[src/rtl/wave_key_ctrl.sv]
// wave_key_ctrl: turns three debounced key levels into waveform select and
// frequency word updates, with press-and-hold auto-repeat on up/down and a
// one-cycle cfg_valid strobe whenever the stored configuration changes.
module wave_key_ctrl #(
  parameter int FW            = 16,
  parameter int CNT_W         = 25,
  parameter int FREQ_INIT     = 1000,
  parameter int FREQ_MIN      = 10,
  parameter int FREQ_MAX      = 50000,
  parameter int FREQ_STEP     = 10,
  parameter int HOLD_CYCLES   = 25000000,
  parameter int REPEAT_CYCLES = 5000000
) (
  input  logic          clk,
  input  logic          clr,
  input  logic          key_up,
  input  logic          key_down,
  input  logic          key_mode,
  output logic [1:0]    wave_sel,
  output logic [FW-1:0] freq_word,
  output logic          cfg_valid,
  output logic          rep_active
);

  typedef enum logic [1:0] {IDLE, HOLD, REPEAT, WAIT_REL} state_t;

  localparam logic [FW-1:0]    F_INIT    = FW'(FREQ_INIT);
  localparam logic [FW-1:0]    F_MIN     = FW'(FREQ_MIN);
  localparam logic [FW-1:0]    F_MAX     = FW'(FREQ_MAX);
  localparam logic [FW-1:0]    F_STEP    = FW'(FREQ_STEP);
  // Saturation thresholds are precomputed so the step never overflows FW bits.
  localparam logic [FW-1:0]    F_UP_LIM  = FW'(FREQ_MAX - FREQ_STEP);
  localparam logic [FW-1:0]    F_DN_LIM  = FW'(FREQ_MIN + FREQ_STEP);
  localparam logic [CNT_W-1:0] HOLD_LOAD = CNT_W'(HOLD_CYCLES - 1);
  localparam logic [CNT_W-1:0] REP_LOAD  = CNT_W'(REPEAT_CYCLES - 1);

  // Key vector bit order: [0] up, [1] down, [2] mode.
  logic [2:0]       keys_in;
  logic [2:0]       k_r_q, k_p_q;
  logic [2:0]       key_rise;
  logic             single_key, accept, mode_hit, step_hit;
  logic             act_held, cnt_zero;
  logic [FW-1:0]    freq_up, freq_dn;

  state_t           state_q, state_d;
  logic [CNT_W-1:0] cnt_q, cnt_d;
  logic             dir_up_q, dir_up_d;
  logic [1:0]       wave_sel_q, wave_sel_d;
  logic [FW-1:0]    freq_q, freq_d;
  logic             cfg_valid_q, cfg_valid_d;
  logic             rep_active_q, rep_active_d;

  assign keys_in = {key_mode, key_down, key_up};

  // Two-stage key pipeline; reset to ones so a key held through reset shows no edge.
  always_ff @(posedge clk) begin
    if (clr) begin
      k_r_q <= 3'b111;
      k_p_q <= 3'b111;
    end else begin
      k_r_q <= keys_in;
      k_p_q <= k_r_q;
    end
  end

  // Edge/chord decode and saturating step candidates.
  always_comb begin
    key_rise   = k_r_q & ~k_p_q;
    single_key = (k_r_q == 3'b001) || (k_r_q == 3'b010) || (k_r_q == 3'b100);
    accept     = single_key && ((k_r_q & key_rise) != 3'b000);
    mode_hit   = accept && k_r_q[2];
    step_hit   = accept && !k_r_q[2];
    act_held   = dir_up_q ? k_r_q[0] : k_r_q[1];
    cnt_zero   = (cnt_q == '0);
    freq_up    = (freq_q > F_UP_LIM) ? F_MAX : freq_q + F_STEP;
    freq_dn    = (freq_q < F_DN_LIM) ? F_MIN : freq_q - F_STEP;
  end

  // State register.
  always_ff @(posedge clk) begin
    if (clr) state_q <= IDLE;
    else     state_q <= state_d;
  end

  // Next-state logic; release of the active key beats counter expiry.
  always_comb begin
    state_d = state_q;
    case (state_q)
      IDLE: begin
        if (mode_hit)      state_d = WAIT_REL;
        else if (step_hit) state_d = HOLD;
      end
      HOLD: begin
        if (!act_held)     state_d = IDLE;
        else if (cnt_zero) state_d = REPEAT;
      end
      REPEAT: begin
        if (!act_held)     state_d = IDLE;
      end
      WAIT_REL: begin
        if (!k_r_q[2])     state_d = IDLE;
      end
      default:             state_d = IDLE;
    endcase
  end

  // Output/datapath next values: steps, counter reloads and the change strobe.
  always_comb begin
    wave_sel_d = wave_sel_q;
    freq_d     = freq_q;
    cnt_d      = cnt_q;
    dir_up_d   = dir_up_q;
    case (state_q)
      IDLE: begin
        if (mode_hit) begin
          wave_sel_d = wave_sel_q + 2'd1;
        end else if (step_hit) begin
          dir_up_d = k_r_q[0];
          freq_d   = k_r_q[0] ? freq_up : freq_dn;
          cnt_d    = HOLD_LOAD;
        end
      end
      HOLD, REPEAT: begin
        if (act_held) begin
          if (cnt_zero) begin
            freq_d = dir_up_q ? freq_up : freq_dn;
            cnt_d  = REP_LOAD;
          end else begin
            cnt_d = cnt_q - CNT_W'(1);
          end
        end
      end
      default: ;
    endcase
    // A step taken at saturation leaves the value alone and must not strobe.
    cfg_valid_d  = (wave_sel_d != wave_sel_q) || (freq_d != freq_q);
    rep_active_d = (state_d == REPEAT);
  end

  // Datapath and output registers.
  always_ff @(posedge clk) begin
    if (clr) begin
      wave_sel_q   <= 2'd0;
      freq_q       <= F_INIT;
      cnt_q        <= '0;
      dir_up_q     <= 1'b0;
      cfg_valid_q  <= 1'b0;
      rep_active_q <= 1'b0;
    end else begin
      wave_sel_q   <= wave_sel_d;
      freq_q       <= freq_d;
      cnt_q        <= cnt_d;
      dir_up_q     <= dir_up_d;
      cfg_valid_q  <= cfg_valid_d;
      rep_active_q <= rep_active_d;
    end
  end

  assign wave_sel   = wave_sel_q;
  assign freq_word  = freq_q;
  assign cfg_valid  = cfg_valid_q;
  assign rep_active = rep_active_q;

endmodule

[config.mk]
export PLATFORM = sky130hd
export DESIGN_NAME = wave_key_ctrl
export DESIGN_NICKNAME = d
export VERILOG_FILES = /design/src/rtl/wave_key_ctrl.sv
export SDC_FILE = /design/constraint.sdc
export NUM_CORES = 1
export LEC_CHECK = 0
export CAP_MARGIN = 20
export CORE_MARGIN = 5
export CORE_UTILIZATION = 50
export DETAILED_ROUTE_END_ITERATION = 8
export PLACE_DENSITY_LB_ADDON = 0.3
export SYNTH_ARGS = -nofsm -noshare
export SYNTH_HDL_FRONTEND = slang
export SYNTH_SLANG_ARGS = --single-unit
[constraint.sdc]
create_clock -name clk -period 4.05 [get_ports clk]
set_input_delay 1.0125 -clock clk [delete_from_list [all_inputs] [get_ports clk]]
set_output_delay 1.0125 -clock clk [all_outputs]
set_load 0.02 [all_outputs]
==> results.ini, run 1 <==
[drt]
drc=0
dr.pass1.iters=6
drt_iter0_markers=868
wl_per_cell_um=24.0
ant_nets=0
vias_per_cell=7.28
routed_wl_mm=19.7
via_count=5974

[clocking]
clk_latency_ps=330
ctsHoldBuffers=0
numCtsBuffers=5
tritoncts=yes
cts_resized=0
clockBufferDepth=2
clkTransAtPathRegs_ps=120
root_buffer=clkbuf_8
cts.sinks=54
htree_levels=2
cts_setup_buffers=0

[sta]
slew_violations=0
clock_skew_ps=14.3
grt_setup_unrepaired=no
period_share=0.931
fin_tns_setup_ps=0
hold_violations=0
max-slew-margin-rel=0.286
fmax_mhz=265
period_needed_ps=3770
finalSetupViolations=0
setup_slack_ps=281
timing.hold.ws_ps=501
worstMarginPinSlew_ps=1060

[final_layout]
final_area_um2=5300
nNetsFinal=721
final_common_cell=nor2_1
fin_util=0.576
antenna_cells=0
syn2layout_area_growth_pct=12.7
drive_above_1_share=0.103
fill_cells=893
final_cell_mix=nor2_1 (78), nand2_1 (62), a21oi_1 (56), dfxtp_1 (54), o21ai_0 (51)
stdcell_count=821

[min_path]
hold_class=reg2reg

[die]
start_util=0.511
die_w_um=107
boundaryPins=25
die_area_um2=11400
core_area_um2=9200
die_y_um=107
row_count=35

[synth]
synth_fa_ha_area_frac=0.0186
syn_inst=686
synth_cell_types=68
synth_area_um2=4700
synth_fp_nets=698
yosys_register_bits=54
synth_edf_count=0
syn_area_per_cell_um2=6.85
yosys.area_share.simple=0.331
synth_xor_area_frac=0.0354
synth_top_family_by_area=simple AND/OR/NAND/NOR gates
dominantRegCellSynth=dfxtp_1
synth_seq_area_share=0.230
synth_compound_area_frac=0.321
ys_warn_count=0
synth_mux_area_frac=0.00666
ys_async_sr_fraction=0

[placed_design]
place_inst=813
place_ws_ps=536
port_buffers=24
dp_hpwl_mm=14.6
place_area_um2=5210
gp_congestion=1.06

[setup_path]
cp-end-kind=flip-flop
cp-start-kind=flip-flop
cp_slowest_cell=or4_1
required_ps=4250
path_cells=or4_1 > nor4_1 > and3_1 > and3_1 > nand2_1 > and4_1 > a2111o_1 > nor4b_1 > a31oi_1
cp_max_fo=11
cpPeakStageDelay_ps=680
worst_path_most_repeated_cell=and3_1
crit_type=reg2reg
crit_arrival_ps=3970

[power_and_ir_drop]
pwr-share-seq=0.452
pwr-share-comb=0.278
p_leak_nw=2.00
power_density_nw_per_um2=236
clkPwrFrac=0.270
p_switching_mw=0.460
p_int_mw=0.789
irDropWorstVdd_mv=0.141
switching_share=0.368
total_power_mw=1.25

[status]
outcome=finished, final reports clean

[global_routing]
grt_first_pass_wirelength_mm=30.4
grtUsageTotal=0.338
grt_max_degree=33
grt_pass1_vias=5385
grt_overflow=0
antenna_found_initial=0

[run]
cap_violations=0

[worst paths after layout]
check | startpoint | to | slack, ps | depth (start not counted)
setup / recovery | cnt_q[3] | cfg_valid | 280 | 9
hold / removal | cnt_q[20] | cnt_q[20] | 500 | 2
setup reg to reg | cnt_q[3] | cfg_valid | 280 | 9
hold reg to reg | cnt_q[20] | cnt_q[20] | 500 | 2
[layout make-up]
class                           instances  area [um2]  area share
Clock buffer                            6        72.6      0.0137
Inverter                               17        63.8      0.0120
Tap cell                              111         139      0.0262
Timing Repair Buffer                   69         573       0.108
Multi-Input combinational cell        562        3350       0.632
Sequential cell                        54        1080       0.204
Clock inverter                          2        17.5     0.00331
[critical path, delay by kind of cell, from the launching register on]
kind	cells	cell delay (ps)
simple gates	7	2810
compound gates	2	460
flops	1	380
[state kept, by name, summed over array words and instances, names as in the netlist]
name	count
state_q	2
cnt_q	25
freq_word	16
k_p_q	3
dir_up_q	1
k_r_q	3
cfg_valid	1
rep_active	1
wave_sel	2
[routing by layer]
metal	global-route usage	vias up	share of wire
li1	-	2643	-
met1	0.473	2718	0.40
met2	0.505	505	0.41
met3	0.0686	108	0.14
met4	0.134	0	0.051
met5	0	-	0
[synth_stat cells, drive strengths merged, types with 5 or more instances]
cell type / n / area share
nor2: 78 / 0.062
nand2: 62 / 0.050
a21oi: 56 / 0.060
dfxtp: 54 / 0.23
o21ai: 53 / 0.057
clkbuf: 48 / 0.038
nand3: 29 / 0.031
nor3: 28 / 0.030
nor4: 28 / 0.039
a211oi: 15 / 0.024
inv: 15 / 0.012
a31oi: 14 / 0.019
xnor2: 14 / 0.026
or3: 11 / 0.015
nand4: 9 / 0.012
or2: 9 / 0.012
a21o: 8 / 0.013
a221oi: 8 / 0.016
nand2b: 8 / 0.011
o211ai: 8 / 0.013
a211o: 7 / 0.013
a311oi: 7 / 0.013
ha: 7 / 0.019
or4: 7 / 0.011
and3: 6 / 0.0080
nor2b: 6 / 0.0080
nor4b: 6 / 0.011
o21a: 6 / 0.0096
o22ai: 6 / 0.0093
buf: 5 / 0.0051
xor2: 5 / 0.0093
[power groups by stage]
| stage | Combinational, mW | Clock [mW] | Sequential, mW |
|---|---|---|---|
| after CTS | 0.332 | 0.334 | 0.564 |
| after floorplan | 0.207 | 0 | 0.574 |
| after global placement | 0.331 | 0 | 0.575 |
| after detailed placement | 0.330 | 0 | 0.575 |
| final | 0.347 | 0.337 | 0.565 |
| after global routing | 0.362 | 0.357 | 0.566 |
[cell families (layout without fill, tap and decap cells)]
family                   Yosys count  after routing
AND/OR/NAND/NOR                  305            305
AO/OA/AOI/OAI                    228            228
buffers and inverters             70             94
flip-flops                        54             54
XOR/XNOR                          19             19
adder cells (fa/ha/maj)            7              7
multiplexers                       3              3
Note: power is estimated with default switching activity, not from simulation.
==> run 2, diff against run 1 <==
--- a/config.mk
+++ b/config.mk
@@ -7,7 +7,7 @@
 export LEC_CHECK = 0
 export CAP_MARGIN = 20
 export CORE_MARGIN = 5
-export CORE_UTILIZATION = 50
+export CORE_UTILIZATION = 66
 export DETAILED_ROUTE_END_ITERATION = 8
 export PLACE_DENSITY_LB_ADDON = 0.3
 export SYNTH_ARGS = -nofsm -noshare
==> constraint.sdc (replaced) <==
create_clock -name clk -period 4.8 [get_ports clk]
set_input_delay 1.2 -clock clk [delete_from_list [all_inputs] [get_ports clk]]
set_output_delay 1.2 -clock clk [all_outputs]
set_load 0.005 [all_outputs]
==> results.ini, run 2 (synthesis results as in run 1) <==
[power_and_ir_drop]
total_power_mw=1.09  ; -12%
switching_share=0.342  ; -0.0263
p_switching_mw=0.374  ; -19%
p_int_mw=0.719  ; -8.9%
pwr-share-seq=0.440  ; -0.012
pwr-share-comb=0.245  ; -0.033
p_leak_nw=1.89  ; -5.5%
power_density_nw_per_um2=213  ; -9.5%
irDropWorstVdd_mv=0.136  ; -3.5%
clkPwrFrac=0.315  ; +0.045

[min_path]
min-delay-start=cnt_q[20]
hold_path_depth=2  ; unchanged
hold_class=reg2reg

[setup_path]
rr_worst_depth=10  ; +1
cp-end-kind=flip-flop
worst_path_most_repeated_cell=a31oi_1
cp-start-kind=flip-flop
cp_max_fo=22  ; +11
r2r-start=freq_word[4]
crit_type=reg2reg
required_ps=4980  ; +730 ps
path_cells=nor2_1 > o311ai_1 > a21oi_1 > buf_4 > nand3_1 > a31oi_1 > o311ai_0 > a2111o_1 > nor4b_1 > a31oi_1
cpPeakStageDelay_ps=690  ; about the same
critPathLaunch=freq_word[4]
cp_slowest_cell=nor2_1
crit_arrival_ps=4180  ; +210 ps
r2r_setup_slack_ps=800  ; +520 ps

[final_layout]
final_common_cell=nor2_1
drive_above_1_share=0.0715  ; -0.0313
regMostFlops=cnt_q
antenna_cells=0  ; unchanged
nNetsFinal=696  ; -3.5%
final_cell_mix=nor2_1 (78), nand2_1 (62), a21oi_1 (56), dfxtp_1 (54), o21ai_0 (51)
syn2layout_area_growth_pct=9.00
largest_reg_flops=25  ; unchanged

[clocking]
ctsHoldBuffers=0  ; unchanged
clockBufferDepth=2  ; unchanged
clk_latency_ps=320  ; about the same
cts_setup_buffers=0  ; unchanged
htree_levels=2  ; unchanged
tritoncts=yes
root_buffer=clkbuf_8
clkTransAtPathRegs_ps=110  ; about the same
cts_resized=0  ; unchanged
numCtsBuffers=5  ; unchanged
cts.sinks=54  ; unchanged

[global_routing]
grtUsageTotal=0.409  ; +0.0716
grt_overflow=0  ; unchanged
antenna_found_initial=0  ; unchanged
grt_first_pass_wirelength_mm=28.5  ; -6.3%
grt_max_degree=49  ; +48%
grt_pass1_vias=5415  ; +0.56%

[sta]
clock_skew_ps=8.32  ; -6.01 ps
finalSetupViolations=0  ; unchanged
worstMarginPinSlew_ps=938  ; -121 ps
setup_slack_ps=799  ; +518 ps
period_needed_ps=4000  ; +232 ps
hold_violations=0  ; unchanged
period_share=0.834  ; -0.0972
slew_violations=0  ; unchanged
fin_tns_setup_ps=0  ; unchanged
fmax_mhz=250  ; -5.8%
grt_setup_unrepaired=no
timing.hold.ws_ps=527  ; +25.8 ps
max-slew-margin-rel=0.366  ; +0.0791

[status]
outcome=finished, violations left
failed_checks=DRC

[die]
die_w_um=94.4  ; -12%
die_y_um=94.4  ; -12%
die_area_um2=8910  ; -22%
boundaryPins=25  ; unchanged
row_count=30  ; -14%
start_util=0.684  ; +0.173
core_area_um2=6870  ; -25%

[drt]
drc=29  ; +29
vias_per_cell=7.85  ; +7.8%
drt_iter0_markers=1476  ; +70%
via_count=6127  ; +2.6%
ant_nets=0  ; unchanged
routed_wl_mm=18.5  ; -6.4%
dr.pass1.iters=9  ; +3
wl_per_cell_um=23.6  ; -1.6%

[placed_design]
dp_hpwl_mm=13.1  ; -10%
place_ws_ps=1130  ; +592 ps
gp_congestion=1.19  ; +12%
port_buffers=24  ; unchanged

[run]
cap_violations=0  ; unchanged

run 2: changes by cell type in the layout (fill, tap and decap cells not counted), sizes merged:
cell / before / now
buf: 46 / 21
clkinv: 3 / 2
bufinv: 0 / 1
run 2: through the flow:
step | utilization | std cells | cell area [um2]
floorplan | - | 686 | 4700
global placement | 0.728 | 773 | 5000
detailed placement | 0.728 | 773 | 5000
CTS | 0.746 | 781 | 5120
global route | 0.746 | 781 | 5120
finish | 0.746 | 781 | 5120
run 2: layout make-up:
| cell class | count | area [um2] |
|---|---|---|
| Fill cell | 569 | 1750 |
| Multi-Input combinational cell | 562 | 3350 |
| Clock inverter | 2 | 38.8 |
| Clock buffer | 6 | 82.6 |
| Inverter | 17 | 63.8 |
| Timing Repair Buffer | 44 | 385 |
| Tap cell | 96 | 120 |
| Sequential cell | 54 | 1080 |
run 2: power groups by stage:
stage | Clock, mW | Sequential (mW) | Combinational [mW]
after floorplan | 0 | 0.477 | 0.175
after global placement | 0 | 0.488 | 0.243
after detailed placement | 0 | 0.489 | 0.247
after CTS | 0.340 | 0.478 | 0.249
after global routing | 0.363 | 0.482 | 0.277
final | 0.344 | 0.480 | 0.268
run 2: metal layers:
layer,GRT usage,routed length (um)
met5,0,0
met4,0.191,1400
met3,0.142,3110
met2,0.599,7270
met1,0.538,6670
run 2: critical path: cells and delay by family, from the launching register on:
kind	cells	cell delay, ps
AND/OR/NAND/NOR	3	1190
buffers and inverters	1	310
AO/OA/AOI/OAI	6	1810
flip-flops	1	540
run 2: worst paths after layout:
kind                    end
setup / recovery  cfg_valid
hold / removal    cnt_q[20]
setup reg to reg  cfg_valid
hold reg to reg   cnt_q[20]
